File: src/rtl/vga_timing_pkg.sv
// VGA timing package: default 800x600@72 constants,
// axis phase enum and shared timing helper functions.
package vga_timing_pkg;

   localparam int H_VISIBLE_D = 800;
   localparam int H_FRONT_D   = 56;
   localparam int H_SYNC_D    = 120;
   localparam int H_BACK_D    = 64;

   localparam int V_VISIBLE_D = 600;
   localparam int V_FRONT_D   = 37;
   localparam int V_SYNC_D    = 6;
   localparam int V_BACK_D    = 23;

   localparam int COL_W = 12;
   localparam int ROW_W = 11;

   typedef enum logic [1:0] {
      PH_VISIBLE,
      PH_FRONT,
      PH_SYNC,
      PH_BACK
   } phase_e;

   typedef enum logic {
      ST_IDLE,
      ST_RUN
   } run_state_e;

   function automatic int axis_total(
      input int visible,
      input int front,
      input int sync,
      input int back
   );
      return visible + front + sync + back;
   endfunction

   function automatic phase_e axis_phase(
      input int count,
      input int visible,
      input int front,
      input int sync
   );
      if (count < visible)
         return PH_VISIBLE;
      else if (count < visible + front)
         return PH_FRONT;
      else if (count < visible + front + sync)
         return PH_SYNC;
      else
         return PH_BACK;
   endfunction

   localparam int H_TOTAL_D =
      axis_total(H_VISIBLE_D, H_FRONT_D,
                 H_SYNC_D, H_BACK_D);
   localparam int V_TOTAL_D =
      axis_total(V_VISIBLE_D, V_FRONT_D,
                 V_SYNC_D, V_BACK_D);

endpackage

File: src/rtl/vga_sync_generator_if.sv
// Sync bundle from the timing generator to the
// position tracker, pixel pipeline and output pins.
interface vga_sync_generator_if;

   logic [11:0] display_col;
   logic [10:0] display_row;
   logic        visible;
   logic        hsync;
   logic        vsync;
   logic        line_start;
   logic        frame_start;

   modport master (
      output display_col,
      output display_row,
      output visible,
      output hsync,
      output vsync,
      output line_start,
      output frame_start
   );

   modport slave (
      input display_col,
      input display_row,
      input visible,
      input hsync,
      input vsync,
      input line_start,
      input frame_start
   );

endinterface

File: src/rtl/vga_axis_counter.sv
// One timing axis: wrapping position counter plus the
// phase of the position that takes effect on this edge.
module vga_axis_counter
   import vga_timing_pkg::*;
#(
   parameter int VISIBLE = H_VISIBLE_D,
   parameter int FRONT   = H_FRONT_D,
   parameter int SYNC    = H_SYNC_D,
   parameter int BACK    = H_BACK_D,
   parameter int WIDTH   = COL_W
) (
   input  logic             clock,
   input  logic             reset_n,
   input  logic             step,
   input  logic             load0,
   output logic [WIDTH-1:0] count,
   output phase_e           phase,
   output logic             wrap
);

   localparam int TOTAL =
      axis_total(VISIBLE, FRONT, SYNC, BACK);
   localparam logic [WIDTH-1:0] LAST =
      WIDTH'(TOTAL - 1);

   logic [WIDTH-1:0] count_nxt;
   logic             at_last;

   assign at_last = (count == LAST);

   // wrap only fires on an edge that actually steps
   // past the terminal count
   assign wrap = step & at_last & ~load0;

   // next position: load0 beats step, wrap to zero at end
   always_comb begin
      count_nxt = count;
      if (load0)
         count_nxt = '0;
      else if (step)
         count_nxt = at_last ? '0 : count + 1'b1;
   end

   // phase is decoded from the next position so the top
   // can register it alongside the count itself
   assign phase = axis_phase(int'(count_nxt),
                             VISIBLE, FRONT, SYNC);

   // position register
   always_ff @(posedge clock) begin
      if (!reset_n)
         count <= '0;
      else
         count <= count_nxt;
   end

endmodule

File: src/rtl/vga_sync_generator.sv
// VGA sync generator: IDLE/RUN control, two axis
// counters and registered, zero-latency output decode.
module vga_sync_generator
   import vga_timing_pkg::*;
#(
   parameter int   H_VISIBLE    = H_VISIBLE_D,
   parameter int   H_FRONT      = H_FRONT_D,
   parameter int   H_SYNC       = H_SYNC_D,
   parameter int   H_BACK       = H_BACK_D,
   parameter int   V_VISIBLE    = V_VISIBLE_D,
   parameter int   V_FRONT      = V_FRONT_D,
   parameter int   V_SYNC       = V_SYNC_D,
   parameter int   V_BACK       = V_BACK_D,
   parameter logic HSYNC_ACTIVE = 1'b1,
   parameter logic VSYNC_ACTIVE = 1'b1
) (
   input  logic                clock,
   input  logic                reset_n,
   input  logic                enable,
   vga_sync_generator_if.master sync
);

   run_state_e state_q;
   run_state_e state_d;

   logic load0;
   logic step;

   logic [COL_W-1:0] h_count;
   logic [ROW_W-1:0] v_count;
   phase_e           h_phase;
   phase_e           v_phase;
   logic             h_wrap;
   logic             v_wrap;

   logic visible_q;
   logic hsync_q;
   logic vsync_q;
   logic line_start_q;
   logic frame_start_q;

   // control state register
   always_ff @(posedge clock) begin
      if (!reset_n)
         state_q <= ST_IDLE;
      else
         state_q <= state_d;
   end

   // first enabled edge loads (0,0) without counting,
   // afterwards every enabled edge advances one pixel
   always_comb begin
      state_d = state_q;
      load0   = 1'b0;
      step    = 1'b0;
      unique case (state_q)
         ST_IDLE: begin
            if (enable) begin
               load0   = 1'b1;
               state_d = ST_RUN;
            end
         end
         ST_RUN: begin
            step = enable;
         end
      endcase
   end

   vga_axis_counter #(
      .VISIBLE (H_VISIBLE),
      .FRONT   (H_FRONT),
      .SYNC    (H_SYNC),
      .BACK    (H_BACK),
      .WIDTH   (COL_W)
   ) u_h_axis (
      .clock   (clock),
      .reset_n (reset_n),
      .step    (step),
      .load0   (load0),
      .count   (h_count),
      .phase   (h_phase),
      .wrap    (h_wrap)
   );

   vga_axis_counter #(
      .VISIBLE (V_VISIBLE),
      .FRONT   (V_FRONT),
      .SYNC    (V_SYNC),
      .BACK    (V_BACK),
      .WIDTH   (ROW_W)
   ) u_v_axis (
      .clock   (clock),
      .reset_n (reset_n),
      .step    (h_wrap),
      .load0   (load0),
      .count   (v_count),
      .phase   (v_phase),
      .wrap    (v_wrap)
   );

   // outputs decoded from the next position so they
   // line up with the counters; frozen while disabled
   always_ff @(posedge clock) begin
      if (!reset_n) begin
         visible_q     <= 1'b0;
         hsync_q       <= ~HSYNC_ACTIVE;
         vsync_q       <= ~VSYNC_ACTIVE;
         line_start_q  <= 1'b0;
         frame_start_q <= 1'b0;
      end else if (enable) begin
         visible_q     <= (h_phase == PH_VISIBLE) &&
                          (v_phase == PH_VISIBLE);
         hsync_q       <= (h_phase == PH_SYNC) ?
                          HSYNC_ACTIVE : ~HSYNC_ACTIVE;
         vsync_q       <= (v_phase == PH_SYNC) ?
                          VSYNC_ACTIVE : ~VSYNC_ACTIVE;
         line_start_q  <= load0 | h_wrap;
         frame_start_q <= load0 | v_wrap;
      end
   end

   assign sync.display_col = h_count;
   assign sync.display_row = v_count;
   assign sync.visible     = visible_q;
   assign sync.hsync       = hsync_q;
   assign sync.vsync       = vsync_q;
   assign sync.line_start  = line_start_q;
   assign sync.frame_start = frame_start_q;

endmodule
File: src/flat_wrapper.sv
// flat-port wrapper written by rule: the top's interface ports become plain ports
module vga_sync_generator_flat import vga_timing_pkg::*;
#(
   parameter int   H_VISIBLE    = H_VISIBLE_D,
   parameter int   H_FRONT      = H_FRONT_D,
   parameter int   H_SYNC       = H_SYNC_D,
   parameter int   H_BACK       = H_BACK_D,
   parameter int   V_VISIBLE    = V_VISIBLE_D,
   parameter int   V_FRONT      = V_FRONT_D,
   parameter int   V_SYNC       = V_SYNC_D,
   parameter int   V_BACK       = V_BACK_D,
   parameter logic HSYNC_ACTIVE = 1'b1,
   parameter logic VSYNC_ACTIVE = 1'b1
)
  (clock, reset_n, enable, sync_display_col, sync_display_row, sync_visible, sync_hsync, sync_vsync, sync_line_start, sync_frame_start);
  vga_sync_generator_if sync_i ();
  input  logic clock;
  input  logic reset_n;
  input  logic enable;
  output wire logic [$bits(sync_i.display_col)-1:0] sync_display_col;
  output wire logic [$bits(sync_i.display_row)-1:0] sync_display_row;
  output wire logic [$bits(sync_i.visible)-1:0] sync_visible;
  output wire logic [$bits(sync_i.hsync)-1:0] sync_hsync;
  output wire logic [$bits(sync_i.vsync)-1:0] sync_vsync;
  output wire logic [$bits(sync_i.line_start)-1:0] sync_line_start;
  output wire logic [$bits(sync_i.frame_start)-1:0] sync_frame_start;
  assign sync_display_col = sync_i.display_col;
  assign sync_display_row = sync_i.display_row;
  assign sync_visible = sync_i.visible;
  assign sync_hsync = sync_i.hsync;
  assign sync_vsync = sync_i.vsync;
  assign sync_line_start = sync_i.line_start;
  assign sync_frame_start = sync_i.frame_start;
  vga_sync_generator #(.H_VISIBLE(H_VISIBLE), .H_FRONT(H_FRONT), .H_SYNC(H_SYNC), .H_BACK(H_BACK), .V_VISIBLE(V_VISIBLE), .V_FRONT(V_FRONT), .V_SYNC(V_SYNC), .V_BACK(V_BACK), .HSYNC_ACTIVE(HSYNC_ACTIVE), .VSYNC_ACTIVE(VSYNC_ACTIVE)) u_core (.clock(clock), .reset_n(reset_n), .enable(enable), .sync(sync_i));
endmodule
File: config.mk
export PLATFORM = sky130hd
export DESIGN_NAME = vga_sync_generator_flat
export DESIGN_NICKNAME = d
export VERILOG_FILES = /design/src/rtl/vga_timing_pkg.sv /design/src/rtl/vga_sync_generator_if.sv /design/src/rtl/vga_axis_counter.sv /design/src/rtl/vga_sync_generator.sv /design/src/flat_wrapper.sv
export SDC_FILE = /design/constraint.sdc
export NUM_CORES = 1
export LEC_CHECK = 0
export ABC_CLOCK_PERIOD_IN_PS = 3380
export CAP_MARGIN = 5
export CELL_PAD_IN_SITES_DETAIL_PLACEMENT = 2
export CELL_PAD_IN_SITES_GLOBAL_PLACEMENT = 2
export CORE_UTILIZATION = 31
export CTS_CLUSTER_SIZE = 16
export DETAILED_ROUTE_END_ITERATION = 7
export GPL_TIMING_DRIVEN = 0
export PLACE_DENSITY = 0.77
export SLEW_MARGIN = 0
export SYNTH_ARGS = -nofsm -noshare
export SYNTH_HDL_FRONTEND = slang
export SYNTH_SLANG_ARGS = --single-unit
File: constraint.sdc
create_clock -name clock -period 3.38 [get_ports clock]
set_input_delay 0.338 -clock clock [delete_from_list [all_inputs] [get_ports clock]]
set_output_delay 0.338 -clock clock [all_outputs]
set_load 0.02 [all_outputs]
Yosys cells after proc, flatten, opt, wreduce, memory -nomap -nowiden
Cells that the tools add are included.
{ "classes": {"addsub": 2, "mul": 0, "n_div": 0, "magnitude_cmp": 6, "eq_ne": 4, "shifts": 0, "mux": 18, "n_bitwise": 7, "n_reduce_logical": 3} }
{ "op_table": {"columns": ["op", "n"], "rows": [
  ["$lt 12x10->1 const B", 3],
  ["$mux 12", 3],
  ["$lt 11x10->1 const B", 3],
  ["$mux 11", 3],
  ["$add 12x1->12 const B", 1],
  ["$eq 12x11->1 const B", 1],
  ["$add 11x1->11 const B", 1],
  ["$eq 11x10->1 const B", 1],
  ["$mux 1", 8],
  ["$mux 2", 4],
  ["$and 1x1->1", 4],
  ["$eq 2x2->1 const B", 2],
  ["$logic_not 2->1", 2],
  ["$or 1x1->1", 2],
  ["$logic_and 1x1->1", 1],
  ["$not 1->1", 1]
]} }
{ "totals": {"regBits": 29, "latch_bits": 0, "ram_bits": 0, "romBits": 0, "out_inout_bits": 28, "elab_cells": 48, "memories": 0} }

Logic depth before layout (Yosys ltp)
Gate-level depths: netlist of the first run.
{ "depth": {"ltp_word": 12, "depth_mapped": 9, "depth_no_buf": 9} }

By module
Synthesis of the first run repeated with hierarchy kept, for this count alone.
{ "unflattened": {"cells_unflattened": 211, "area_unflattened_um2": 1830.5} }
{ "by_module_without_submodules": {"columns": ["mod", "n_inst", "cells_each", "area_each_um2"], "rows": [
  ["vga_axis_counter (u_core.u_h_axis)", 1, 94, 799.5],
  ["vga_axis_counter (u_core.u_v_axis)", 1, 94, 795.8],
  ["vga_sync_generator", 1, 23, 235.2]
]} }

Worst setup path before layout of the first run
OpenSTA, ideal clock, no wires.
{ "synth_path": {"path_kind": "register -> register", "start": "register u_core.u_h_axis.count[9]", "end": "register u_core.vsync_q (netlist: u_core.sync.vsync)", "setup_time_ns": 0.084, "arrival_ns": 2.630, "t_required_ns": 3.296, "slack_ns": 0.666, "stages_incl_launch_ff": 10, "n_path_buf": 2, "synth_period_minus_slack_ns": 2.714, "path_cell_list": "dfxtp_1 > buf_6 > or4_4 > buf_6 > or4_4 > nor4_4 > o22ai_1 > nor4_2 > o2bb2a_4 > o31ai_2"} }
{ "synth_via": {"elab_chain_len": 11, "word_cells_on_any_way": 13, "classes_between": "order compare: 3; eq/ne: 2; mux: 6; bitwise: 2"} }
{ "synth_lines": {"columns": ["element", "line_no", "rtl"], "rows": [
  ["start: declaration", "vga_axis_counter.sv:16", "output logic [WIDTH-1:0] count,"],
  ["start signal: assignment", "vga_axis_counter.sv:54", "count <= count_nxt;"],
  ["$eq 12x11->1 *", "vga_axis_counter.sv:29", "assign at_last = (count == LAST);"],
  ["$and 1x1->1 * (2 in a row)", "vga_axis_counter.sv:33", "assign wrap = step & at_last & ~load0;"],
  ["$mux 11 *", "vga_axis_counter.sv:40", "else if (step)"],
  ["$mux 11 *", "vga_axis_counter.sv:38", "if (load0)"],
  ["$lt 11x10->1", "vga_timing_pkg.sv:49", "else if (count < visible + front + sync)"],
  ["$mux 1", "vga_timing_pkg.sv:49", null],
  ["$mux 2", "vga_timing_pkg.sv:47", "else if (count < visible + front)"],
  ["$mux 2 *", "vga_timing_pkg.sv:45", "if (count < visible)"],
  ["$eq 2x2->1 *", "vga_sync_generator.sv:115", "vsync_q <= (v_phase == PH_SYNC) ?"],
  ["$mux 1 *", "vga_sync_generator.sv:115", null],
  ["end signal: assignment", "vga_sync_generator.sv:107", "vsync_q <= ~VSYNC_ACTIVE;"],
  ["end signal: assignment", "vga_sync_generator.sv:115", null],
  ["end: declaration", "vga_sync_generator.sv:38", "logic vsync_q;"]
]} }
Every way passes the cells marked *; elsewhere a longest branch is shown, timed or not.
A chain may end at the register's enable or synchronous reset.

Worst setup path after layout of the first run
{ "layout_path": {"start": "register u_core.u_h_axis.count[5]", "end": "register u_core.vsync_q (netlist: u_core.sync.vsync)"} }
Same word-level chain as after synthesis.

==> metrics.md, run 1 <==
| Metric | Value |
|---|---|
| Area growth syn-to-layout | `25.7%` |
| Final Setup Violations | `0` |
| Uppermost signal routing layer after detailed routing | `met4` |
| Placement Setup Slack | `332 ps` |
| CP Capture Type | `flop` |
| Run status | `finished clean` |
| Vias in the first global route | `1970` |
| Met3 wire len | `192 um` |
| Cells on worst reg2reg path | `8` |
| Final-stage net count | `266` |
| Post-Synthesis Net Count | `230` |
| Clock root buffer | `sky130_fd_sc_hd__clkbuf_8` |
| Maximum level of the CTS H-tree | `2` |
| Clock buffer depth | `2` |
| Routed via count | `1872` |
| Placed cell count | `325` |
| Largest area contributor in the netlist | `sky130_fd_sc_hd__dfxtp_1` |
| Total Routing Usage GR | `0.210` |
| Cell chain of the critical path | `or4b_1 -> buf_2 -> nor4_4 -> nand2_1 -> o21ai_0 -> nand4_1 -> o2bb2a_4 -> o31ai_2` |
| Data required time at the worst endpoint | `3590 ps` |
| Source-to-sink clock delay at the later pin of the worst-skew pair | `280 ps` |
| Yosys warnings | `0` |
| Routed wire length per instance | `17.6 um` |
| Sw Share | `0.258` |
| Capturing element of the worst setup path | `u_core.sync.vsync$_SDFFE_PN0P_` |
| Max Clk Rate | `330 MHz` |
| Net Sw Power | `0.175 mW` |
| Setup repair after global routing missed its margin | `false` |
| Total of hold buffers inserted after clock tree synthesis | `0` |
| Via/cell ratio | `5.62` |
| Worst min path class | `in2reg` |
| Antenna Violating Nets Remaining | `0` |
| Final worst-path cycle share | `0.896` |
| Cell types with the largest area share after synthesis | `sky130_fd_sc_hd__dfxtp_1 (32%), sky130_fd_sc_hd__nor2_1 (6.0%), sky130_fd_sc_hd__nand2_1 (4.0%)` |
| Power, Total | `0.679 mW` |
| Number of standard cells in the layout, taps in and fillers out | `333` |
| Highest cell delay on the worst timing path | `630 ps` |
| Aggregate global routing overflow | `0` |
| Detailed Route Iter0 Violations | `60` |
| Final slew viol count | `0` |
| Register-to-Register Setup Slack | `350 ps` |
| Cell variety after synth | `51` |
| Leading cell types in the layout, fill and taps excluded | `sky130_fd_sc_hd__nor2_1 (29), sky130_fd_sc_hd__clkdlybuf4s50_1 (29), sky130_fd_sc_hd__dfxtp_1 (29), sky130_fd_sc_hd__nand2_1 (19), sky130_fd_sc_hd__nand3_1 (14)` |
| TritonCTS buffer count | `5` |
| Floorplan die height | `78.2 um` |
| Hold path start | `reset_n` |
| Kind of critical path | `reg2reg` |
| Kind of launch point of the worst setup path | `flop` |
| Initial DRT Pass Iterations | `4` |
| Top Ports | `31` |
| Final hold violation count | `0` |
| Number of synthesized register bits | `29` |
| Yosys top cell area share | `0.322` |
| Share of the yosys chip area belonging to registers | `0.322` |
| Share of total power in combinational logic | `0.070` |
| Clock slew at the register clock pins of the worst setup and hold paths | `70 ps` |
| Max-cap viol count | `0` |
| Largest net degree at the start of global routing | `11` |
| Global-route wire length before repair | `9960 um` |
| Leak pwr | `0.765 nW` |
| Number of sinks on the clock net | `29` |
| Adder and majority gate portion of the synthesized area | `0.0208` |
| Total routed wire length on the met1 layer | `2650 um` |
| Post-synthesis area per instance | `8.04 um2` |
| Post-Place Cell Area | `2180 um2` |
| Setup slack after layout | `351 ps` |
| Setup TNS Final | `0 ps` |
| Resized Gates After CTS | `0` |
| Die ar. | `6120 um2` |
| Start point of the critical path | `u_core.u_h_axis.count[5]$_SDFF_PN0_` |
| Final design instance area without fill | `2260 um2` |
| Area fraction in compound gates after synthesis | `0.176` |
| Clock Skews | `9.17 ps` |
| Die X-Extent | `78.2 um` |
| Combinational family with the most area after synthesis | `simple AND/OR/NAND/NOR gates` |
| Met2 WL post-DR | `2830 um` |
| Remaining max-slew budget at the tightest pin | `0.458` |
| Largest fanout on the critical path | `10` |
| ANT cells | `0` |
| Power per cell area | `300 nW/um2` |
| Initial antenna violation count | `0` |
| Rows | `27` |
| Slew of the pin with the lowest slew margin | `806 ps` |
| Post-Syn Instances | `224` |
| Mux contribution to synthesized area | `0.0222` |
| Launch point of the worst reg-to-reg path | `u_core.u_h_axis.count[5]$_SDFF_PN0_` |
| Post-Synthesis Cell Area | `1800 um2` |
| Share of the synthesized netlist area taken by xor and xnor gates | `0.0583` |
| DR DRC count | `0` |
| Synth Area in Simple Gates | `0.351` |
| Final cell utilization of the core | `0.409` |
| Clock share of power | `0.417` |
| Total Routed Length | `5850 um` |
| Minimum clock period after layout | `3030 ps` |
| Crit Reg-Reg Endpoint | `u_core.sync.vsync$_SDFFE_PN0P_` |
| Total of buffers placed on input and output ports | `29` |
| Final estimated routing congestion in global placement | `0.811` |
| Peak supply drop | `0.142 mV` |
| Cell type of the slowest stage on the worst timing path | `sky130_fd_sc_hd__nor4_4` |
| Clock tree from TritonCTS | `done` |
| Sequential cell fraction of total power | `0.513` |
| Number of buffers inserted to repair setup after CTS | `0` |
| Post-Route Hold Slack | `448 ps` |
| Effective utilization at floorplan | `0.325` |
| Cell-internal power | `0.503 mW` |
| Core Box Area | `5540 um2` |
| Dpl hpwl | `4490 um` |
| Critical Path AT | `3240 ps` |
| Ratio of cells with drive above 1 in the final layout | `0.0996` |
## metal layers
layer	vias up	GRT usage
li1	894	-
met1	921	0.245
met2	41	0.375
met3	16	0.0372
met4	0	0.0870
met5	-	0
## cells by family (layout without fill, tap and decap cells)
group / after synthesis / in the layout
flip-flops: 29 / 29
AO/OA/AOI/OAI: 44 / 44
multiplexers: 4 / 4
AND/OR/NAND/NOR: 114 / 114
buffers and inverters: 18 / 55
XOR/XNOR: 12 / 12
adder cells (fa/ha/maj): 3 / 3
## registers in the layout (all words and copies together) (netlist names)
register,flops
u_core.state_q,1
u_core.sync.frame_start,1
u_core.sync.hsync,1
u_core.sync.line_start,1
u_core.sync.visible,1
u_core.sync.vsync,1
u_core.u_h_axis.count,12
u_core.u_v_axis.count,11
## cells in the mapped netlist (all sizes together)
| cell type | count |
|---|---|
| mux2i | 4 |
| nand2b | 2 |
| o22ai | 2 |
| a22oi | 2 |
| a41oi | 2 |
| o31a | 3 |
| nand3 | 14 |
| or4 | 5 |
| ha | 3 |
| xnor2 | 4 |
| nor4 | 6 |
| nand4 | 10 |
| nor2 | 29 |
| o41ai | 2 |
| or4b | 1 |
| o31ai | 5 |
| nand4b | 1 |
| a211o | 1 |
| o2bb2a | 1 |
| inv | 6 |
| o211ai | 3 |
| nor2b | 1 |
| and3 | 8 |
| o21ai | 6 |
| nand2 | 20 |
| or2 | 2 |
| a31oi | 4 |
| clkbuf | 4 |
| a211oi | 1 |
| nor3 | 6 |
| nor4b | 1 |
| nor4bb | 1 |
| a21oi | 9 |
| clkinv | 1 |
| a21o | 1 |
| buf | 7 |
| o211a | 1 |
| and2 | 5 |
| o221ai | 1 |
| xor2 | 8 |
| dfxtp | 29 |
| or3 | 2 |
## worst max-delay path: cells and delay by family (launching register included)
family,cells,cell delay (ps)
compound gates,3,870
simple gates,4,1510
flops,1,370
buf+inv,1,190
## area by class of cell
type / instances / area, um2
sequential: 29 / 581
multi-input combinational: 177 / 1130
timing repair buffer: 29 / 290
tap: 72 / 90.1
inverter: 7 / 26.3
buffer: 11 / 62.6
clock buffer: 6 / 72.6
fill: 661 / 3280
clock inverter: 2 / 10.0
## how the worst min path moves through the flow
| stage | cells past startpoint | slack [ps] | end |
|---|---|---|---|
| after CTS | 2 | 450 | u_core.u_v_axis.count[4]$_SDFF_PN0_ |
| after global placement | 2 | 460 | u_core.sync.hsync$_SDFFE_PN0P_ |
| final | 2 | 450 | u_core.u_v_axis.count[4]$_SDFF_PN0_ |
| after detailed placement | 2 | 470 | u_core.sync.hsync$_SDFFE_PN0P_ |
| after floorplan | 2 | 540 | u_core.sync.hsync$_SDFFE_PN0P_ |
| after global routing | 2 | 480 | u_core.u_v_axis.count[6]$_SDFF_PN0_ |
## power by group through the flow
stage	combinational [mW]	clock, mW	sequential [mW]
3_3_place_gp	0.0477	0	0.356
6_report	0.0475	0.283	0.348
5_1_grt	0.0529	0.312	0.348
2_1_floorplan	0.0239	0	0.360
4_1_cts	0.0484	0.296	0.348
3_5_place_dp	0.0478	0	0.356
Note: power is estimated with default switching activity, not from simulation.
==> inputs of run 2 (changes only) <==
Settings changed: CTS_CLUSTER_DIAMETER from default to 150, SETUP_SLACK_MARGIN from default to 0.05.
==> results of run 2 <==
The final DEF is identical to that of run 1; final timing and power are the same.
==> inputs of run 3 (changes only) <==
Settings changed: ABC_AREA from default to 1, CORE_UTILIZATION 31 to 28, PLACE_DENSITY 0.77 to 0.76.
==> metrics.md, run 3 <==
| Metric | Value |
|---|---|
| Final estimated routing congestion in global placement | `0.727 (-10%)` |
| Final worst-path cycle share | `0.634 (-0.263)` |
| Share of the yosys chip area belonging to registers | `0.296 (-0.0263)` |
| Rows | `30 (+11%)` |
| Number of synthesized register bits | `29 (unchanged)` |
| Cell types with the largest area share after synthesis | `sky130_fd_sc_hd__dfxtp_1 (30%), sky130_fd_sc_hd__nand2_1 (16%), sky130_fd_sc_hd__nor2_1 (11%)` |
| Cell type of the slowest stage on the worst timing path | `sky130_fd_sc_hd__dfxtp_1` |
| Clock root buffer | `sky130_fd_sc_hd__clkbuf_8` |
| Async set-or-reset flop fraction in the synthesized netlist | `0 (unchanged)` |
| Prevailing post-synth register cell | `sky130_fd_sc_hd__dfxtp_1` |
| Clock slew at the register clock pins of the worst setup and hold paths | `70 ps (about the same)` |
| Largest fanout on the critical path | `5 (-5)` |
| Setup TNS Final | `0 ps (unchanged)` |
| Leading cell types in the layout, fill and taps excluded | `sky130_fd_sc_hd__nand2_1 (82), sky130_fd_sc_hd__nor2_1 (58), sky130_fd_sc_hd__inv_1 (35), sky130_fd_sc_hd__nand3_1 (30)` |
| Minimum clock period after layout | `2140 ps (-888 ps)` |
| Most frequent standard cell in the layout excluding fill and tap cells | `sky130_fd_sc_hd__nand2_1` |
| Post-Synthesis Net Count | `321 (+40%)` |
| Highest cell delay on the worst timing path | `400 ps (-230 ps)` |
| Clock tree from TritonCTS | `done` |
| Kind of launch point of the worst setup path | `flop` |
| Met2 WL post-DR | `3770 um (+33%)` |
| Met3 wire len | `135 um (-30%)` |
| Critical Path AT | `2360 ps (-880 ps)` |
| Data required time at the worst endpoint | `3600 ps (about the same)` |
| Final Setup Violations | `0 (unchanged)` |
| Number of sinks on the clock net | `29 (unchanged)` |
| Cell variety after synth | `31 (-39%)` |
| Leak pwr | `1.04 nW (+36%)` |
| Total Routing Usage GR | `0.201 (-0.00871)` |
| CP Capture Type | `flop` |
| Power per cell area | `335 nW/um2 (+12%)` |
| Share of the synthesized netlist area taken by xor and xnor gates | `0.0223 (-0.0360)` |
| Max FFs per register | `12 (unchanged)` |
| Worst min path class | `in2reg` |
| EDFF count, synth | `0 (unchanged)` |
| Kind of critical path | `reg2reg` |
| Antenna Violating Nets Remaining | `0 (unchanged)` |
| TritonCTS buffer count | `5 (unchanged)` |
| Maximum level of the CTS H-tree | `2 (unchanged)` |
| Max-cap viol count | `0 (unchanged)` |
| Max Clk Rate | `467 MHz (+41%)` |
| Post-Syn Instances | `315 (+41%)` |
| Via/cell ratio | `4.75 (-16%)` |
| Area growth syn-to-layout | `27.7%` |
| Routed wire length per instance | `15.5 um (-12%)` |
| Top cell by count, worst path | `sky130_fd_sc_hd__nand2_1` |
| Clock buffer depth | `2 (unchanged)` |
| Core Box Area | `6790 um2 (+23%)` |
| Setup repair after global routing missed its margin | `false` |
| Yosys warnings | `0 (unchanged)` |
| Uppermost signal routing layer after detailed routing | `met4` |
| Final slew viol count | `0 (unchanged)` |
| Total routed wire length on the met1 layer | `2950 um (+11%)` |
| Run status | `finished clean` |
| Top cells by count, synth | `sky130_fd_sc_hd__nand2_1 (82), sky130_fd_sc_hd__nor2_1 (58), sky130_fd_sc_hd__inv_1 (35), sky130_fd_sc_hd__nand3_1 (30), sky130_fd_sc_hd__dfxtp_1 (29)` |
| Top Ports | `31 (unchanged)` |
| ANT cells | `0 (unchanged)` |
| Initial antenna violation count | `0 (unchanged)` |
| Peak supply drop | `0.194 mV (+36%)` |
| Adder and majority gate portion of the synthesized area | `0.0191 (-0.00170)` |
| Source-to-sink clock delay at the later pin of the worst-skew pair | `290 ps (about the same)` |
| Largest net degree at the start of global routing | `11 (unchanged)` |
| Total of hold buffers inserted after clock tree synthesis | `0 (unchanged)` |
| Mux contribution to synthesized area | `0 (-0.0222)` |
| Remaining max-slew budget at the tightest pin | `0.599 (+0.141)` |
| Final-stage net count | `357 (+34%)` |
| Cell chain of the critical path | `ha_1 -> nand3_2 -> nor2_1 -> nand4_1 -> inv_1 -> nand2_1 -> nand3_2 -> nand2_1 -> nor2_1 -> nand2_1 -> nand2_1 -> nand3_1 -> a21oi_1` |
| Slew of the pin with the lowest slew margin | `601 ps (-205 ps)` |
| Largest Register | `u_core.u_h_axis.count` |
| Post-Route Hold Slack | `277 ps (-172 ps)` |
| Post-synthesis area per instance | `6.23 um2 (-23%)` |
| Effective utilization at floorplan | `0.289 (-0.0364)` |
| Die ar. | `7350 um2 (+20%)` |
| Floorplan die height | `85.7 um (+9.5%)` |
| Routed via count | `2126 (+14%)` |
| Ratio of cells with drive above 1 in the final layout | `0.122 (+0.0225)` |
| Initial DRT Pass Iterations | `4 (unchanged)` |
| Clock Skews | `8.08 ps (-1.08 ps)` |
| Vias in the first global route | `2278 (+16%)` |
| Largest area contributor in the netlist | `sky130_fd_sc_hd__dfxtp_1` |
| Post-Synthesis Cell Area | `1960 um2 (+8.9%)` |
| Final hold violation count | `0 (unchanged)` |
| Resized Gates After CTS | `0 (unchanged)` |
| Area fraction in compound gates after synthesis | `0.0529 (-0.123)` |
| Aggregate global routing overflow | `0 (unchanged)` |
| Top Registers | `u_core.u_h_axis.count: 12 flops, u_core.u_v_axis.count: 11 flops` |
| Global-route wire length before repair | `11300 um (+13%)` |
| Total Routed Length | `6930 um (+19%)` |
| Synth Area in Simple Gates | `0.505 (+0.154)` |
| DR DRC count | `0 (unchanged)` |
| Yosys top cell area share | `0.296 (-0.0263)` |
| Detailed Route Iter0 Violations | `34 (-43%)` |
| Dpl hpwl | `5510 um (+23%)` |
| Combinational family with the most area after synthesis | `simple AND/OR/NAND/NOR gates` |
| Total of buffers placed on input and output ports | `29 (unchanged)` |
| Number of buffers inserted to repair setup after CTS | `0 (unchanged)` |
| Leading cell type by number of instances after synthesis | `sky130_fd_sc_hd__nand2_1` |
| Die X-Extent | `85.7 um (+9.5%)` |
-- run 3: final cells by class --
| class | instances | area, um2 |
|---|---|---|
| plain buffers | 4 | 37.5 |
| clock buffers | 5 | 68.8 |
| clock inverters | 3 | 65.1 |
| fillers | 844 | 4290 |
| inverters | 44 | 168 |
| multi-input cells | 238 | 1180 |
| flip-flops and latches | 29 | 581 |
| well taps | 96 | 120 |
| repair buffers | 29 | 290 |
-- run 3: worst paths after layout --
kind | start | end | slack [ps] | depth (start not counted)
min reg2reg | u_core.sync.frame_start$_SDFFE_PN0P_ | u_core.sync.frame_start$_SDFFE_PN0P_ | 470 | 2
max reg2reg | u_core.u_h_axis.count[0]$_SDFFE_PP0N_ | u_core.sync.vsync$_SDFFE_PN0P_ | 1240 | 13
min | enable | u_core.sync.hsync$_SDFFE_PN0P_ | 280 | 2
max | u_core.u_h_axis.count[0]$_SDFFE_PP0N_ | u_core.sync.vsync$_SDFFE_PN0P_ | 1240 | 13
-- run 3: power breakdown --
part | switching (mW) | internal, mW
registers | 0.00359 | 0.346
logic | 0.0352 | 0.0168
clock network | 0.146 | 0.293
-- run 3: cell families (layout without fill, tap and decap cells) --
logic type / after synthesis / after routing
and+or+nand+nor: 212 / 212
buffers and inverters: 48 / 85
adders and majority gates: 3 / 3
xor gates and xnor gates: 5 / 5
DFF: 29 / 29
AOI/OAI and AO/OA: 18 / 18
-- run 3: worst max-delay path, delay by kind of cell, from the launching register on --
| kind | cells | cell delay, ps |
|---|---|---|
| flip-flops | 1 | 400 |
| buffers and inverters | 1 | 150 |
| AND/OR/NAND/NOR | 10 | 1170 |
| AO/OA/AOI/OAI | 1 | 130 |
| adder cells (fa/ha/maj) | 1 | 240 |
-- run 3: per-layer routing --
layer	vias to the layer above	GRT usage
met4	0	0.0545
met2	24	0.399
met5	-	0
met1	1033	0.221
li1	1063	-
met3	6	0.0279
-- run 3: stage by stage --
stage / cells / cell area (um2) / total power [mW] / utilization / setup WS [ps]
floorplan: 315 / 1960 / 0.389 / - / 1450
global placement: 440 / 2370 / 0.409 / 0.349 / 1260
detailed placement: 440 / 2370 / 0.410 / 0.349 / 1210
CTS: 448 / 2510 / 0.855 / 0.369 / 1210
global route: 448 / 2510 / 0.868 / 0.369 / 1000
finish: 448 / 2510 / 0.840 / 0.369 / 1240
